[src/rtl/fetch_stage.sv]
// Instruction fetch stage: drives the instruction memory request, maintains the PC
// and the IF/ID pipeline register, with a one-entry skid buffer and post-flush drain.
module fetch_stage (
   input  logic        clk_i,
   input  logic        rst_i,
   input  logic        stall_i,
   input  logic        flush_i,
   input  logic [31:0] target_i,
   output logic        imem_req_o,
   output logic [31:0] imem_addr_o,
   input  logic        imem_ready_i,
   input  logic [31:0] imem_data_i,
   output logic [31:0] fetch_pc_o,
   output logic [31:0] ifid_pc4_o,
   output logic [31:0] ifid_instr_o,
   output logic        ifid_valid_o
);

   typedef enum logic [1:0] {IDLE, FETCH, HOLD, DRAIN} state_t;

   state_t      state_reg;
   logic [31:0] pc_reg;
   logic        req_reg;
   logic [31:0] addr_reg;
   logic [31:0] ifid_pc4_reg;
   logic [31:0] ifid_instr_reg;
   logic        ifid_valid_reg;
   logic [31:0] skid_instr_reg;
   logic [31:0] skid_pc4_reg;
   logic [31:0] drain_addr_reg;

   logic [31:0] pc_plus4;
   logic [31:0] target_aligned;

   assign pc_plus4       = pc_reg + 32'd4;
   assign target_aligned = {target_i[31:2], 2'b00};

   // In FETCH the request address always mirrors the PC; in DRAIN it is the
   // pre-flush address that memory still owes us a response for.
   always_ff @(posedge clk_i or posedge rst_i) begin
      if (rst_i) begin
         state_reg      <= IDLE;
         pc_reg         <= 32'd0;
         req_reg        <= 1'b0;
         addr_reg       <= 32'd0;
         ifid_pc4_reg   <= 32'd0;
         ifid_instr_reg <= 32'd0;
         ifid_valid_reg <= 1'b0;
         skid_instr_reg <= 32'd0;
         skid_pc4_reg   <= 32'd0;
         drain_addr_reg <= 32'd0;
      end else begin
         case (state_reg)
            IDLE: begin
               state_reg <= FETCH;
               req_reg   <= 1'b1;
               addr_reg  <= pc_reg;
            end
            FETCH: begin
               if (stall_i) begin
                  if (imem_ready_i) begin
                     skid_instr_reg <= imem_data_i;
                     skid_pc4_reg   <= pc_plus4;
                     req_reg        <= 1'b0;
                     state_reg      <= HOLD;
                  end
               end else if (flush_i) begin
                  ifid_pc4_reg   <= 32'd0;
                  ifid_instr_reg <= 32'd0;
                  ifid_valid_reg <= 1'b0;
                  pc_reg         <= target_aligned;
                  if (imem_ready_i) begin
                     addr_reg <= target_aligned;
                  end else begin
                     drain_addr_reg <= pc_reg;
                     state_reg      <= DRAIN;
                  end
               end else if (imem_ready_i) begin
                  ifid_pc4_reg   <= pc_plus4;
                  ifid_instr_reg <= imem_data_i;
                  ifid_valid_reg <= 1'b1;
                  pc_reg         <= pc_plus4;
                  addr_reg       <= pc_plus4;
               end else begin
                  ifid_pc4_reg   <= 32'd0;
                  ifid_instr_reg <= 32'd0;
                  ifid_valid_reg <= 1'b0;
               end
            end
            HOLD: begin
               if (!stall_i) begin
                  state_reg <= FETCH;
                  req_reg   <= 1'b1;
                  if (flush_i) begin
                     ifid_pc4_reg   <= 32'd0;
                     ifid_instr_reg <= 32'd0;
                     ifid_valid_reg <= 1'b0;
                     pc_reg         <= target_aligned;
                     addr_reg       <= target_aligned;
                     skid_instr_reg <= 32'd0;
                     skid_pc4_reg   <= 32'd0;
                  end else begin
                     ifid_pc4_reg   <= skid_pc4_reg;
                     ifid_instr_reg <= skid_instr_reg;
                     ifid_valid_reg <= 1'b1;
                     pc_reg         <= pc_plus4;
                     addr_reg       <= pc_plus4;
                  end
               end
            end
            DRAIN: begin
               if (!stall_i) begin
                  ifid_pc4_reg   <= 32'd0;
                  ifid_instr_reg <= 32'd0;
                  ifid_valid_reg <= 1'b0;
                  if (flush_i) pc_reg <= target_aligned;
               end
               // The owed response is dropped; resume at the latest target.
               if (imem_ready_i) begin
                  state_reg <= FETCH;
                  addr_reg  <= (!stall_i && flush_i) ? target_aligned : pc_reg;
               end
            end
            default: state_reg <= IDLE;
         endcase
      end
   end

   assign imem_req_o   = req_reg;
   assign imem_addr_o  = (state_reg == DRAIN) ? drain_addr_reg : addr_reg;
   assign fetch_pc_o   = pc_reg;
   assign ifid_pc4_o   = ifid_pc4_reg;
   assign ifid_instr_o = ifid_instr_reg;
   assign ifid_valid_o = ifid_valid_reg;

endmodule

[config.mk]
export PLATFORM = sky130hd
export DESIGN_NAME = fetch_stage
export DESIGN_NICKNAME = d
export VERILOG_FILES = /design/src/rtl/fetch_stage.sv
export SDC_FILE = /design/constraint.sdc
export NUM_CORES = 1
export LEC_CHECK = 0
export CAP_MARGIN = 20
export CORE_MARGIN = 2
export CORE_UTILIZATION = 43
export CTS_CLUSTER_SIZE = 14
export DETAILED_ROUTE_END_ITERATION = 7
export GPL_TIMING_DRIVEN = 0
export PLACE_DENSITY = 0.72
export SETUP_SLACK_MARGIN = 0.4
export SLEW_MARGIN = 20
export SYNTH_ARGS = -nofsm -noshare
export SYNTH_HDL_FRONTEND = slang
export SYNTH_SLANG_ARGS = --single-unit
[constraint.sdc]
create_clock -name clk_i -period 8.6 [get_ports clk_i]
set_input_delay 1.29 -clock clk_i [delete_from_list [all_inputs] [get_ports clk_i]]
set_output_delay 1.29 -clock clk_i [all_outputs]
set_load 0.1 [all_outputs]
# --- Word-level counts from Yosys, hierarchy flattened ---
# Cells that the tools add are included.
word_totals:
  register_bits: 228
  in_bits: 69
  out_inout_bits: 130
  wordCells: 91
op_classes:
  addsub: 1
  n_eq_ne: 14
  n_mux: 51
  n_bitwise: 2
  reduce_logical: 13
ops:
  columns: ["op", "count"]
  rows:
  - ["$mux 32", 27]
  - ["$pmux 32 s3", 3]
  - ["$pmux 32 s2", 2]
  - ["$pmux 32 s4", 1]
  - ["$add 32x3->32 const B", 1]
  - ["$reduce_and 4->1", 5]
  - ["$ne 2x2->1 const B", 7]
  - ["$mux 2", 6]
  - ["$ne 3x3->1 const B", 4]
  - ["$mux 1", 9]
  - ["$pmux 2 s4", 1]
  - ["$pmux 1 s3", 2]
  - ["$reduce_and 6->1", 1]
  - ["$reduce_bool 3->1", 2]
  - ["$reduce_and 5->1", 1]
  - ["$eq 2x2->1 const B", 2]
  - ["$eq 2x1->1 const B", 1]
  - ["$logic_not 2->1", 1]
  - ["$not 1->1", 2]
  - ["$reduce_bool 2->1", 1]
  - ["$logic_and 1x1->1", 1]
  - ["$logic_not 1->1", 1]

# --- Longest topological paths before layout ---
logic_depth:
  ltp_word: 5
  ltp_mapped: 10
  ltp_nobuf: 7

# --- Worst setup path before layout ---
# No wires, ideal clock.
synth_timing:
  path_kind: "reg-to-output"
  startpoint: "register state_reg[0]"
  endpoint: "output port imem_addr_o[10]"
  arrival_ns: 3.180
  required_ns: 7.310
  setup_slack_ns: 4.130
  stages_incl_launch_ff: 5
  n_path_buf: 2
  cell_sequence: "dfrtp_1 ha_1 buf_2 buf_1 o21ai_0"
synth_between:
  elab_chain_cells: 2
synth_lines:
  columns: ["element", "line_no", "source"]
  rows:
  - ["start: declaration", "21", "state_t state_reg;"]
  - ["start signal: assignment", "42", "state_reg <= IDLE;"]
  - ["start signal: assignment", "55", "state_reg <= FETCH;"]
  - ["start signal: assignment", "65", "state_reg <= HOLD;"]
  - ["$eq 2x2->1", "130", "assign imem_addr_o = (state_reg == DRAIN) ? drain_addr_reg : addr_reg;"]
  - ["$mux 32", "130", null]
  - ["end: declaration", "10", "output logic [31:0] imem_addr_o,"]
# Every way passes these cells.

# --- Worst setup path in the final report ---
layout_timing:
  startpoint: "register state_reg[0]"
  endpoint: "output port imem_addr_o[6]"
# The elaborated chain is that of the path after synthesis.

==> impl_metrics.csv <==
group,metric,value,unit
place,place_inst,1734,
routing,drt_first_pass_iters,6,
cells_and_area,drive_gt1_share,12.84,%
critical_path,cpPeakStageDelay,1.14,ns
routing,drt_iter0_markers,1103,
synth,yosysMostFrequentCell,"dfrtp_1",
cts,cts.sinks,228,
critical_path,cp_slowest_cell,"clkdlybuf4s50_1",
cells_and_area,insertedDiodeCount,0,
place,dp_slack,4.260,ns
sta,final.period_utilization,57.58,%
critical_path,worstPathArrival,3.66,ns
routing,drt-total-wl,42000,um
place,place_area,14200,um2
global_route,gr-total-overflow,0,
floorplanning,core,26880,um2
sta,slew_headroom,30.29,%
cts,post-cts-setup-buffers,0,
sta,hold_viol,0,
synth,synth.area.top_cells,"dfrtp_1 49%, mux2_2 6.1%, nor2_1 4.1%, a221oi_1 3.9%, o21ai_0 3.5%",
synth,ys.flop_type,"dfrtp_1",
sta,setup_violations,0,
hold_path,holdPathStages,2,
cells_and_area,finalNetCount,1497,
synth,synth_edf_count,0,
critical_path,path_class,"register to output pin",
critical_path,critPathMaxFanout,10,
critical_path,crit_chain,"ha_1 > buf_2 > buf_1 > mux2_2 > clkdlybuf4s50_1",
synth,yosysSeqAreaShare,48.52,%
critical_path,ff2ff_path_depth,9,
routing,wl_per_cell,23.57,um
cells_and_area,fin_cells,1782,
synth,synth_top_area_share,48.52,%
global_route,grt_max_degree,106,
cells_and_area,fin_area,15120,um2
synth,syn_nets,1272,
place,place_congestion,1.037,
synth,synth_top_area_cell,"dfrtp_1",
synth,synth_warnings,0,
synth,synth_cell_types,77,
cts,cts_tree,"yes",
synth,synthCells,1196,
floorplanning,die_area,28690,um2
place,dpl.hpwl,30110,um
sta,worst_slew_pin_slew,1.042,ns
cells_and_area,nFillCells,2357,
global_route,antenna_found_initial,0,
cells_and_area,syn_to_final_growth,28.56,%
cts,hold_buffers,0,
cts,cts_buffer_depth,3,
sta,finalSetupTns,0,ns
global_route,grtUsageTotal,29.02,%
routing,drc,0,
hold_path,min_to,"skid_pc4_reg[19]$_DFFE_PP0P_",
synth,netlist_area,11760,um2
sta,finalMaxSlewViolations,0,
floorplanning,rows,60,
synth,syn_area_per_cell,9.833,um2
critical_path,crit_buf_inv,3,
routing,vias_per_cell,6.127,
critical_path,r2r_end,"addr_reg[7]$_DFFE_PP0P_",
floorplanning,io_pins,199,
sta,max_freq,201.9,MHz
cts,numCtsBuffers,26,
synth,ys_top_cells_by_count,"228 x dfrtp_1, 130 x nor2_1, 96 x nand2_1",
cts,ctsResizeCount,0,
cts,insertion_delay,0.55,ns
cts,htree_levels,1,
sta,rsz0062_at_grt,"false",
global_route,grt_pass1_wl,63720,um
hold_path,min-delay-start,"skid_pc4_reg[19]$_DFFE_PP0P_",
floorplanning,die_h,169.4,um
sta,finalWorstSetupSlack,3.648,ns
place,port_buffers,195,
synth,synth_seq_cells,228,
hold_path,min_path_type,"register to register",
critical_path,cp-end-kind,"output pin",
cts,clk_pin_slew_worst_paths,0.06,ns
global_route,grt_pass1_vias,10690,
critical_path,timing.rr.start,"state_reg[1]$_DFFE_PP0P_",
sta,period_needed,4.952,ns
critical_path,path_depth,5,
floorplanning,initial_core_util,43.76,%
routing,antenna_left,0,
flow_run,drv_cap,0,
cts,cts_root_buf,"clkbuf_16",
routing,vias,10920,
synth,async_reset_ff_share,100.0,%
status,status,"finished, final reports clean",
sta,fin_skew,0.01430,ns
critical_path,cp_top_family,"buffers and inverters",
critical_path,ff2ff_setup_slack,5.39,ns
floorplanning,die_x,169.4,um
critical_path,worst-endpoint-required,7.31,ns
critical_path,start_kind,"register",
[layout make-up]
cell class | count | area, um2 | share of cell area, %
timing repair buffer | 197 | 2007 | 13.27
inverter | 12 | 52.55 | 0.3476
tap | 341 | 426.7 | 2.822
clock buffer | 35 | 734.5 | 4.858
sequential | 228 | 5705 | 37.74
clock inverter | 13 | 182.7 | 1.208
multi-input combinational | 834 | 5458 | 36.10
buffer | 122 | 551.8 | 3.650
[through the flow]
stage          util (%)  hold WS, ns
4_1_cts           56.25       0.4777
3_3_place_gp      52.61       0.4524
3_5_place_dp      52.84       0.4636
5_1_grt           56.25       0.5072
6_report          56.25       0.4755
2_1_floorplan         -       0.4393
[cell families after synthesis]
family | count (synthesis) | synth area share [%]
mux | 77 | 7.256
flops | 228 | 48.52
buf+inv | 134 | 5.075
simple gates | 364 | 15.34
xor+xnor | 23 | 1.713
compound gates | 363 | 21.35
fa+ha+maj | 7 | 0.7447
[cells in the final DEF, fill, tap and decap left out, drive strengths merged, types with 7 or more instances in the layout]
master,Yosys,routed
a221oi,52,52
nor2,130,130
mux2,66,66
o22a,7,7
nand2,97,97
xnor2,13,13
mux2i,11,11
and2,7,7
and3,12,12
o21ai,96,96
a22o,44,44
a21oi,59,59
o211ai,8,8
and4,7,7
dfrtp,228,228
clkbuf,62,97
nor3,21,21
clkdlybuf4s50,0,195
a22oi,8,8
a31oi,13,13
o21a,9,9
or3,9,9
o22ai,7,7
nand4,19,19
buf,60,62
nand3,25,25
o31ai,7,7
ha,7,7
xor2,10,10
inv,11,12
nand2b,10,10
nor4,10,10
clkinv,1,8
[worst min-delay path, delay by kind of cell, from the launching register on]
| family | cells | cell delay (ns) |
|---|---|---|
| flip-flops | 1 | 0.34 |
| AO/OA/AOI/OAI | 1 | 0.06 |
| AND/OR/NAND/NOR | 1 | 0.04 |
[layer usage]
| metal | up-vias | global-route usage [%] | part of all wire, % |
|---|---|---|---|
| li1 | 4847 | - | - |
| met1 | 5344 | 39.36 | 42 |
| met2 | 610 | 45.09 | 45 |
| met3 | 117 | 6.087 | 8.9 |
| met4 | 0 | 12.67 | 4.5 |
| met5 | - | 0 | 0 |
[worst max path at each step]
| stage | startpoint | endpoint | slack, ns |
|---|---|---|---|
| final | state_reg[0]$_DFFE_PP0P_ | imem_addr_o[6] | 3.65 |
| after global routing | state_reg[0]$_DFFE_PP0P_ | imem_addr_o[17] | 3.59 |
| after CTS | state_reg[0]$_DFFE_PP0P_ | imem_addr_o[17] | 3.68 |
| after detailed placement | state_reg[0]$_DFFE_PP0P_ | imem_addr_o[17] | 4.26 |
| after global placement | rst_i | drain_addr_reg[26]$_DFFE_PP0P_ | -1.96 |
| after floorplan | rst_i | addr_reg[0]$_DFFE_PP0P_ | 1.06 |
Power is not shown: default switching activity piles up to over one toggle a cycle in this logic, so the estimate is an artifact.
